`src/rtl/input_debouncer.sv`:
```
// Two-flop synchronizer plus a four-state qualification FSM that turns a bouncing
// asynchronous level into a clean level with one-cycle rise/fall strobes.
module input_debouncer #(
    parameter int STABLE_COUNT = 50000,
    parameter int CNT_WIDTH    = 16
) (
    input  logic clk,
    input  logic rst,
    input  logic din,
    output logic dout,
    output logic rise,
    output logic fall,
    output logic busy
);
    typedef enum logic [1:0] {
        IDLE_LOW  = 2'd0,
        WAIT_HIGH = 2'd1,
        IDLE_HIGH = 2'd2,
        WAIT_LOW  = 2'd3
    } state_t;

    localparam logic [CNT_WIDTH-1:0] CNT_LAST = CNT_WIDTH'(STABLE_COUNT - 1);

    logic                 r_s1, r_s2;
    state_t               r_state, w_state_nxt;
    logic [CNT_WIDTH-1:0] r_cnt, w_cnt_nxt;
    logic                 r_dout, r_rise, r_fall, r_busy;
    logic                 w_rise_nxt, w_fall_nxt;
    logic                 w_dout_nxt, w_busy_nxt;

    always_comb begin
        w_state_nxt = r_state;
        w_cnt_nxt   = r_cnt;
        w_rise_nxt  = 1'b0;
        w_fall_nxt  = 1'b0;
        case (r_state)
            IDLE_LOW: begin
                if (r_s2) begin
                    w_state_nxt = WAIT_HIGH;
                    w_cnt_nxt   = CNT_WIDTH'(1);
                end
            end
            WAIT_HIGH: begin
                // Any return to the current level discards all accumulated credit.
                if (!r_s2) begin
                    w_state_nxt = IDLE_LOW;
                    w_cnt_nxt   = '0;
                end else if (r_cnt == CNT_LAST) begin
                    w_state_nxt = IDLE_HIGH;
                    w_cnt_nxt   = '0;
                    w_rise_nxt  = 1'b1;
                end else begin
                    w_cnt_nxt = r_cnt + CNT_WIDTH'(1);
                end
            end
            IDLE_HIGH: begin
                if (!r_s2) begin
                    w_state_nxt = WAIT_LOW;
                    w_cnt_nxt   = CNT_WIDTH'(1);
                end
            end
            WAIT_LOW: begin
                if (r_s2) begin
                    w_state_nxt = IDLE_HIGH;
                    w_cnt_nxt   = '0;
                end else if (r_cnt == CNT_LAST) begin
                    w_state_nxt = IDLE_LOW;
                    w_cnt_nxt   = '0;
                    w_fall_nxt  = 1'b1;
                end else begin
                    w_cnt_nxt = r_cnt + CNT_WIDTH'(1);
                end
            end
            default: begin
                w_state_nxt = IDLE_LOW;
                w_cnt_nxt   = '0;
            end
        endcase
        w_dout_nxt = (w_state_nxt == IDLE_HIGH) || (w_state_nxt == WAIT_LOW);
        w_busy_nxt = (w_state_nxt == WAIT_HIGH) || (w_state_nxt == WAIT_LOW);
    end

    always_ff @(posedge clk) begin
        if (rst) begin
            r_s1    <= 1'b0;
            r_s2    <= 1'b0;
            r_state <= IDLE_LOW;
            r_cnt   <= '0;
            r_dout  <= 1'b0;
            r_rise  <= 1'b0;
            r_fall  <= 1'b0;
            r_busy  <= 1'b0;
        end else begin
            r_s1    <= din;
            r_s2    <= r_s1;
            r_state <= w_state_nxt;
            r_cnt   <= w_cnt_nxt;
            r_dout  <= w_dout_nxt;
            r_rise  <= w_rise_nxt;
            r_fall  <= w_fall_nxt;
            r_busy  <= w_busy_nxt;
        end
    end

    assign dout = r_dout;
    assign rise = r_rise;
    assign fall = r_fall;
    assign busy = r_busy;
endmodule

```
`config.mk`:
```
export PLATFORM = sky130hd
export DESIGN_NAME = input_debouncer
export DESIGN_NICKNAME = d
export VERILOG_FILES = /design/src/rtl/input_debouncer.sv
export SDC_FILE = /design/constraint.sdc
export NUM_CORES = 1
export LEC_CHECK = 0
export CAP_MARGIN = 10
export CORE_MARGIN = 4
export CORE_UTILIZATION = 32
export DETAILED_ROUTE_END_ITERATION = 16
export SYNTH_ARGS = -nofsm -noshare
export SYNTH_HDL_FRONTEND = slang
export SYNTH_SLANG_ARGS = --single-unit
```
`constraint.sdc`:
```
create_clock -name clk -period 1.4 [get_ports clk]
set_input_delay 0.14 -clock clk [delete_from_list [all_inputs] [get_ports clk]]
set_output_delay 0.14 -clock clk [all_outputs]
set_load 0.005 [all_outputs]
```
== Word level (Yosys, flattened, before mapping) ==
Index checks and enable logic that the tools add are counted.

* Muxes and demuxes: 14
* Reductions and logical operators: 6
* Eq/ne operators: 9
* Bitwise logic cells: 3
* Add/sub/neg operators: 1

{| class="wikitable"
|+ Operator list
! operator !! count
|-
| 2-to-1 mux 16 bit || 5
|-
| case mux 16 bit (4 select lines) || 1
|-
| adder 16 x 1 -> 16 bit, second input constant || 1
|-
| equality test 16 bit, second input constant || 1
|-
| 2-to-1 mux 2 bit || 6
|-
| equality test 2 bit, second input constant || 4
|-
| case mux 2 bit (4 select lines) || 1
|-
| OR reduction 3 bit || 2
|-
| equality test 2 x 1 -> 1 bit, second input constant || 2
|-
| != test 2 bit, second input constant || 2
|-
| NOT 1 bit || 3
|-
| zero test 2 bit || 1
|-
| logical OR 1 bit || 2
|-
| AND reduction 2 bit || 1
|-
| 2-to-1 mux 1 bit || 1
|}

* Output and inout port bits: 4
* Logic and storage cells: 41
* Register bits: 24

== Logic depth before layout (Yosys ltp) ==
Gate-level depths: netlist of run 1.

* Word-level depth: 6
* Gate-level depth with buffers: 6
* Depth with buffers taken out: 5

== Worst setup path after synthesis of run 1 ==
No wires, ideal clock.

* Kind: reg-to-reg
* Start: register r_cnt[0]
* End: register r_cnt[14]
* Library setup time: 0.070 ns
* Data arrival time: 1.395 ns
* Clock period less this slack: 1.465 ns
* Path slack: -0.065 ns
* Data required time: 1.330 ns
* Cell stages (with the launch flop): 6
* Path through: dfxtp_1 ha_1 and3_1 o211ai_1 or3_1 a21oi_1

* Cells in the longest elaborated chain, start to end: 4

{| class="wikitable"
|+ RTL lines
! item !! RTL line !! source
|-
| from (decl) || 26 || <nowiki>logic [CNT_WIDTH-1:0] r_cnt, w_cnt_nxt;</nowiki>
|-
| from (signal assigned) || 97 || <nowiki>r_cnt <= w_cnt_nxt;</nowiki>
|-
| adder 16 x 1 -> 16 bit / equality test 16 bit (equally long branches) || -- ||
|-
| 2-to-1 mux 16 bit (*) || 48, 66 ||
|-
| 2-to-1 mux 16 bit (on tied branches) || 63, 45 ||
|-
| case mux 16 bit (4 select lines) (*) || 36 || <nowiki>case (r_state)</nowiki>
|}

Mark *: on every way between the ends. The rest lies on a longest branch, timed or not.
A chain may end at the register's enable or synchronous reset.

== Final worst setup path of run 1 ==
* Start: register r_cnt[5]
* End: register r_cnt[13]

Same word-level chain as after synthesis.

==> run metrics, run 1 <==
Crit Reg-Reg Endpoint=r_cnt[13]; core area=~0.0031 mm²; slowest CP cell=dfxtp_4; setup violators final=19; setup TNS=-2010 ps; # rows=20; top cell type's share of synthesized area=a little over two fifths; critical path launch point type=register; Die Wd=65.9 µm; CTS tree=yes; first-pass GRT wire length=approximately 4500 µm; Critical Path Fanout Max=6; shortest period the worst path allows=~1500 ps; total gr overflow=0; I/O Pins=7; Final Wtd Congestion=about 0.74; vias in the first global route=between 1000 and 1500; area of the mapped netlist=0.00107 mm²; most frequent CP cell=a21oi_2; Final Net Count=roughly 160; Vias=1016; worst min-delay path category=input port to register; register area=approximately 470 µm²; Total Routed Length=around 2600 µm; average wire per standard cell=between 10 and 15 µm; Die Span Y=roughly 66 µm; layout cells sized above 1=between 40 and 50%; worst reg-to-reg setup slack=-130 ps; Max Cap Viol=0; Max Freq=652 MHz; Sw Ratio=about a quarter; CP peak stage delay=370 ps; area delta synth->final=45.3%; post-layout util=approximately half; crit-path cells=buf_12 -> nor4_4 -> nand4_1 -> a21oi_2 -> buf_6 -> a21oi_2; Die ar.=around 0.0043 mm²; crit share post-route=109%; RSZ-0062 raised after global routing=true; cell-internal power=0.800 mW; Clock Skew=around 6.9 ps; status=finished with violations; most common cell in the netlist=dfxtp_1; Detail Placement HPWL=between 1500 and 2000 µm; Synth area leader=dfxtp_1; clk_lat worst skew=320 ps; ys flop type=dfxtp_1; Required @ worst endpoint=approximately 1600 ps; failing checks=negative setup slack; r2r worst-path depth=6; largest net degree at the start of global routing=14; logic gate share of total power=just under 8%; Clock transition at path regs=~140 ps; clock buffer depth=2; relative slew slack=around three quarters; Filler Cells Inserted=290; Avg Synthesized Cell Area=roughly 9.2 µm²; worst-margin pin slew=between 300 and 400 ps; launch point of the worst path=r_cnt[5]; antenna viol nets, final=0; count of pins over their slew limit=0; post-route setup slack=-133 ps; Post-synth EDFFs=0; Sequential Power Share=between 60 and 70%; initial core utilization=between 30% and 40%; Static Leak=around 0.55 nW; Yosys reg bits=23; via-per-instance ratio=roughly 5.2; Multi-input gate area=about 690 µm²; pwr/cell area=681 mW/mm²; CTS Buf Count=3; post-synth net total=121; critical path capture point=r_cnt[13]; initial antenna violation count=0; Clock Power Share=~30%; Clock Sinks=23; first-iteration detailed-routing DRC count=41; CTS HTree Levels=1; Yosys warning count=0; Synth cell types=34; CP arrival=~1800 ps; Async SR Flop Fraction=0%; Antenna diodes=0; Syn Inst Count=117; FF-to-FF Start=r_cnt[5]; Worst setup EP type=register; Synth top cells by count=23 x dfxtp_1, 11 x a21oi_1, 11 x o21ai_0; register area share after synthesis=between 40% and 50%; Crit Path Category=register to register; Total GRT Usage=a little over an eighth; final-report hold violation count=0; CTS Root Cell=clkbuf_4; most area-consuming cells after synthesis=dfxtp_1 43%, a21oi_1 5.1%, o21ai_0 5.1%, or3_1 4.1%, xor2_1 4.1%; IO buf count=6; Max VDD drop=roughly 320 µV; DR DRC count=0; Net Sw Power=0.262 mW; drt pass-1 iters=4
-- power by group through the flow --
stage	Sequential, mW	Clock [mW]	Combinational (mW)
floorplan	0.678	0	0.0325
global placement	0.677	0	0.0611
global route	0.661	0.364	0.0886
CTS	0.660	0.322	0.0779
finish	0.660	0.320	0.0828
detailed placement	0.678	0	0.0617
-- cells by family (layout without fill, tap and decap cells) --
group	count (synthesis)	after routing	share of synthesized area (%)
mux	1	1	0.932
simple gates	53	53	29.6
compound gates	28	28	17.6
flops	23	23	42.9
fa+ha+maj	1	1	1.17
buf+inv	5	41	2.91
xor+xnor	6	6	4.90
-- final cells by class --
type                       instances  share of cell area (%)
clock buffer                       3                    1.44
tap                               44                    3.53
timing repair buffer              36                    19.7
sequential                        23                    30.4
clock inverter                     1                   0.321
multi-input combinational         89                    44.3
inverter                           1                   0.241
-- sequential cells by signal, summed over array words and instances (netlist names) --
name	cells
busy	1
dout	1
fall	1
r_cnt	16
r_s1	1
r_s2	1
r_state	1
rise	1
-- layout by cell type, fill, tap and decap left out, types with 4 or more instances in the layout --
master,netlist,final
or3_1,7,7
o21ai_0,11,10
nor2_1,9,5
xor2_1,5,4
buf_4,1,26
nand2_1,7,7
dfxtp_1,23,16
nor3_1,4,4
clkdlybuf4s50_1,0,5
dfxtp_2,0,5
a21oi_2,0,8
nand4_1,4,4
-- critical path, delay by kind of cell, from the launching register on --
kind	cells	cell delay (ps)
buffers and inverters	2	320
DFF	1	370
and+or+nand+nor	2	440
AOI/OAI and AO/OA	2	300
-- worst min path at each step --
stage / slack, ps / to / depth (start not counted) / start
6_report: 350 / r_s1 / 2 / din
3_3_place_gp: 420 / r_s2 / 1 / r_s1
4_1_cts: 360 / r_s1 / 2 / din
5_1_grt: 340 / r_s1 / 2 / din
2_1_floorplan: 270 / r_s1 / 1 / din
3_5_place_dp: 450 / r_s2 / 1 / r_s1
-- per-layer routing --
layer / part of all wire [%] / track usage [%]
met5: 0 / 0
met4: 1.8 / 6.99
met3: 1.6 / 1.87
met2: 50 / 22.8
met1: 46 / 15.3
-- timing repair --
item	4_1_cts	5_1_grt
hold buffers	0	0
gates cloned	1	0
pin swaps	8	8
setup buffers	5	1
gates resized for setup	25	13
endpoints found under the setup margin	20	20
-- per-stage QoR --
step                      total power, mW  setup WS [ps]  cell area [µm²]  instances  hold WS (ps)
final                                1.06           -133             1560        197           355
after global routing                 1.11           -217             1560        197           336
after CTS                            1.06           -111             1500        196           357
after floorplan                     0.711           10.1             1080        117           268
after detailed placement            0.739           -131             1360        186           446
after global placement              0.739           -106             1360        186           417
(Power assumes the default switching activity.)
==> run 2: changes to the inputs <==
--- a/config.mk
+++ b/config.mk
@@ -9,6 +9,7 @@
 export CORE_MARGIN = 4
 export CORE_UTILIZATION = 32
 export DETAILED_ROUTE_END_ITERATION = 16
+export PLACE_DENSITY = 0.61
 export SYNTH_ARGS = -nofsm -noshare
 export SYNTH_HDL_FRONTEND = slang
 export SYNTH_SLANG_ARGS = --single-unit
==> run 2 against run 1 <==
The run still ends with negative setup slack left; count of clock-buffer cells in the layout is the same; first-iteration DRC count grew 32%; non-clock buffer count is the same; die area is the same; critical path type unchanged; largest cell class unchanged.
==> run metrics, run 2 (synthesis results as in run 1) <==
number of flip-flops in the largest register=16; Antenna diodes=0; core area=approximately 0.0031 mm²; # rows=20; antenna viol nets, final=0; launch point of the worst path=r_cnt[0]; Total Routed Length=2640 µm; largest net degree at the start of global routing=14; clock buffer depth=2; area delta synth->final=42.4%; Detail Placement HPWL=about 1800 µm; Total Power=around 1.1 mW; CTS HTree Levels=1; CTS Buf Count=3; Top reg by flops=r_cnt; Hold Startpoint=din; commonest non-fill, non-tap cell in the layout=buf_4; drt pass-1 iters=4; FF-to-FF Start=r_cnt[0]; average wire per standard cell=13.4 µm; Die Span Y=65.9 µm; Final Net Count=around 160; Max VDD drop=269 µV; Vias=a little over 1000; count of pins over their slew limit=0; post-layout util=between 40 and 50%; Critical Path Fanout Max=7; Die Wd=between 60 and 70 µm; Hold Buf Count CTS=0; failing checks=negative setup slack; initial antenna violation count=0; final hold slack=roughly 360 ps; CP arrival=roughly 1800 ps; CTS tree=yes; pwr/cell area=just under 700 mW/mm²; RSZ-0062 raised after global routing=true; clk_lat worst skew=around 310 ps; shortest period the worst path allows=1510 ps; initial core utilization=34.3%; first-pass GRT wire length=roughly 4300 µm; Required @ worst endpoint=around 1700 ps; Total GRT Usage=approximately an eighth; Die ar.=0.00435 mm²; IO buf count=6; Clock Sinks=23; vias in the first global route=985; crit share post-route=108%; Clock transition at path regs=130 ps; Crit Path Category=register to register; status=finished with violations; layout cells sized above 1=roughly two fifths; post-route setup slack=-108 ps; worst-margin pin slew=490 ps; relative slew slack=between 60% and 70%; total gr overflow=0; Clock Skew=between 3 and 4 ps; most frequent cells in the layout=26 x buf_4, 16 x dfxtp_1, 9 x o21ai_0; Static Leak=~0.54 nW; via-per-instance ratio=5.22; final-report hold violation count=0; critical path launch point type=register; CTS Root Cell=clkbuf_4; setup violators final=17; Final Wtd Congestion=0.844; worst min-delay path category=input port to register; Worst setup EP type=register; first-iteration detailed-routing DRC count=54; Max Cap Viol=0; Max Freq=between 600 and 700 MHz; I/O Pins=7; DR DRC count=0
run 2: worst paths after layout:
| kind | to | slack, ps | depth (start not counted) |
|---|---|---|---|
| worst max-delay path | r_cnt[10] | -110 | 5 |
| worst min register to register | r_s2 | 450 | 1 |
| worst min-delay path | r_s1 | 360 | 2 |
| worst max register to register | r_cnt[10] | -110 | 5 |
run 2: cell type report:
class | count | area, µm²
repair buffers | 36 | 299
fillers | 308 | 1600
clock inverters | 1 | 5.00
multi-input cells | 89 | 667
flip-flops and latches | 23 | 477
inverters | 1 | 3.75
clock buffers | 3 | 22.5
well taps | 44 | 55.1
run 2: per-layer routing:
layer | GRT usage (%) | up-vias | share of wire (%)
met1 | 15.3 | 499 | 45
met2 | 22.3 | 16 | 53
met3 | 2.04 | 0 | 1.9
met4 | 4.66 | 0 | 0
li1 | - | 513 | -
met5 | 0 | - | 0
run 2: power by group:
part / switching [mW] / leakage (nW) / total, mW / internal, mW
sequential: 0.00475 / 0.190 / 0.660 / 0.656
clock: 0.205 / 0.0177 / 0.312 / 0.107
combinational: 0.0431 / 0.334 / 0.0828 / 0.0397
run 2: stage by stage:
step / TNS [ps] / setup WS [ps] / cells / instance area, µm²
after floorplan: 0 / 10.1 / 117 / 1080
after global placement: -264 / -81.4 / 189 / 1370
after detailed placement: -678 / -117 / 189 / 1370
after CTS: -428 / -93.1 / 196 / 1450
after global routing: -3570 / -222 / 197 / 1530
final: -1310 / -108 / 197 / 1530
run 2: worst max-delay path, stage by stage (launching register included):
cell and delay [ps]:
dfxtp_4 390, ha_4 140, and3_4 190, o211ai_1 200, or3_1 420, a21oi_2 110
run 2: repair_timing:
action                                  in CTS  in global routing
endpoints found under the setup margin      20                 20
cloned                                       1                  0
pin swaps                                    2                 10
gates resized for setup                     15                 19
buffers inserted                             2                  2
==> run 3: changes to the inputs <==
--- a/config.mk
+++ b/config.mk
@@ -6,8 +6,9 @@
 export NUM_CORES = 1
 export LEC_CHECK = 0
 export CAP_MARGIN = 10
-export CORE_MARGIN = 4
+export CORE_MARGIN = 2
 export CORE_UTILIZATION = 32
+export CTS_BUF_LIST = sky130_fd_sc_hd__clkbuf_8
 export DETAILED_ROUTE_END_ITERATION = 16
 export PLACE_DENSITY = 0.61
 export SYNTH_ARGS = -nofsm -noshare
==> run 3 against run 2 <==
Highest routed layer is now met4; count of clock-buffer cells in the layout unchanged; via count rose by 2.4%; the run still ends with negative setup slack left; flip-flop and latch count did not move; die area down 12%; largest cell class unchanged; worst setup slack got worse by 8.2 ps.
==> run metrics, run 3 (synthesis results as in run 1) <==
status=finished with violations; failing checks=negative setup slack; count of pins over their slew limit=0; DP Area=~0.0014 mm²; Worst setup EP type=register; layout cells sized above 1=about 41%; initial core utilization=roughly 33%; logic gate share of total power=just under 7%; CTS Buf Count=3; Top reg by flops=r_cnt; clock buffer depth=2; Die Span Y=just over 60 µm; setup violators final=11; initial antenna violation count=0; Layout Cells excl Fill=200; Required @ worst endpoint=1600 ps; Max Freq=659 MHz; drt pass-1 iters=4; # rows=21; Clock Sinks=23; CTS tree=yes; Sw Ratio=between 20% and 30%; commonest non-fill, non-tap cell in the layout=buf_4; crit share post-route=108%; Clock Power Share=a little over a third; clk_lat worst skew=roughly 260 ps; Detail Placement HPWL=1870 µm; average wire per standard cell=around 14 µm; DR DRC count=0; most frequent cells in the layout=27 x buf_4, 16 x dfxtp_1, 11 x o21ai_0; Total GRT Usage=between 10 and 15%; Max VDD drop=roughly 250 µV; CTS HTree Levels=1; Final Wtd Congestion=around 0.88; critical path launch point type=register; worst min-delay path category=input port to register; RSZ-0062 raised after global routing=true; Total Power=1.15 mW; area delta synth->final=45.6%; antenna viol nets, final=0; first-iteration detailed-routing DRC count=105; Critical Path Fanout Max=6; Net Sw Power=between 0.2 and 0.3 mW; number of flip-flops in the largest register=16; DP Worst Slack=-133 ps; post-route setup slack=-117 ps; Vias=~1100; Total Routed Length=approximately 2800 µm; Final Net Count=approximately 160; placed insts=189; Max Cap Viol=0; worst reg-to-reg setup slack=-120 ps; Filler Cells Inserted=a little over 300; Static Leak=about 0.55 nW; via-per-instance ratio=roughly 5.3; Die ar.=between 0.003 and 0.004 mm²; cell-internal power=approximately 0.9 mW; largest net degree at the start of global routing=14; vias in the first global route=928; total gr overflow=0; CP arrival=between 1500 and 2000 ps; IO buf count=6; post-layout util=47.6%; core area=~0.0033 mm²; worst-margin pin slew=about 470 ps; Crit Path Category=register to register; Clock Skew=~2.1 ps; Clock transition at path regs=around 80 ps; I/O Pins=7; pwr/cell area=between 700 and 800 mW/mm²; Die Wd=just over 60 µm; CTS Root Cell=clkbuf_8; Sequential Power Share=between 50% and 60%; shortest period the worst path allows=1520 ps; Design Area, Final=about 0.0016 mm²; final-report hold violation count=0; Antenna diodes=0; relative slew slack=roughly 70%; first-pass GRT wire length=about 4200 µm
[run 3: layer usage]
layer  wire (µm)  vias to the layer above  GRT usage [%]
li1            -                      508              -
met1        1210                      514           19.1
met2        1490                       25           24.4
met3          85                        6           3.31
met4          53                        0           6.38
met5           0                        -              0
[run 3: area by class of cell]
| class | count | area, µm² | area share [%] |
|---|---|---|---|
| Sequential cell | 23 | 474 | 30.3 |
| Clock buffer | 3 | 41.3 | 2.64 |
| Clock inverter | 1 | 5.00 | 0.320 |
| Tap cell | 46 | 57.6 | 3.68 |
| Inverter | 1 | 3.75 | 0.240 |
| Timing Repair Buffer | 37 | 307 | 19.6 |
| Multi-Input combinational cell | 89 | 674 | 43.2 |
[run 3: final timing paths]
| kind | from | end | cells past startpoint |
|---|---|---|---|
| setup reg to reg | r_cnt[1] | r_cnt[10] | 5 |
| setup / recovery | r_cnt[1] | r_cnt[10] | 5 |
| hold reg to reg | r_s1 | r_s2 | 1 |
| hold / removal | din | r_s1 | 2 |
[run 3: worst max-delay path, stage by stage (launching register included)]
cell and delay [ps]:
dfxtp_2 360, ha_4 150, and3_4 190, o211ai_1 200, or3_1 420, a21oi_2 130
[run 3: power by group through the flow]
stage	combinational (mW)	clock, mW	sequential, mW
2_1_floorplan	0.0325	0	0.678
3_3_place_gp	0.0569	0	0.678
3_5_place_dp	0.0589	0	0.679
4_1_cts	0.0732	0.425	0.662
5_1_grt	0.0853	0.459	0.660
6_report	0.0796	0.410	0.660
[run 3: what timing repair did]
item                       4_1_cts  5_1_grt
pin swaps                       13       10
buffers inserted                 5        3
resized for setup               17       16
hold buffers                     0        0
setup endpoints to repair       20       20
gates cloned                     1        0
[run 3: through the flow]
step                      hold slack [ps]  setup TNS (ps)
after detailed placement              460           -1260
after global placement                427            -236
after floorplan                       268               0
after global routing                  446           -1650
final                                 442            -842
after CTS                             443            -717
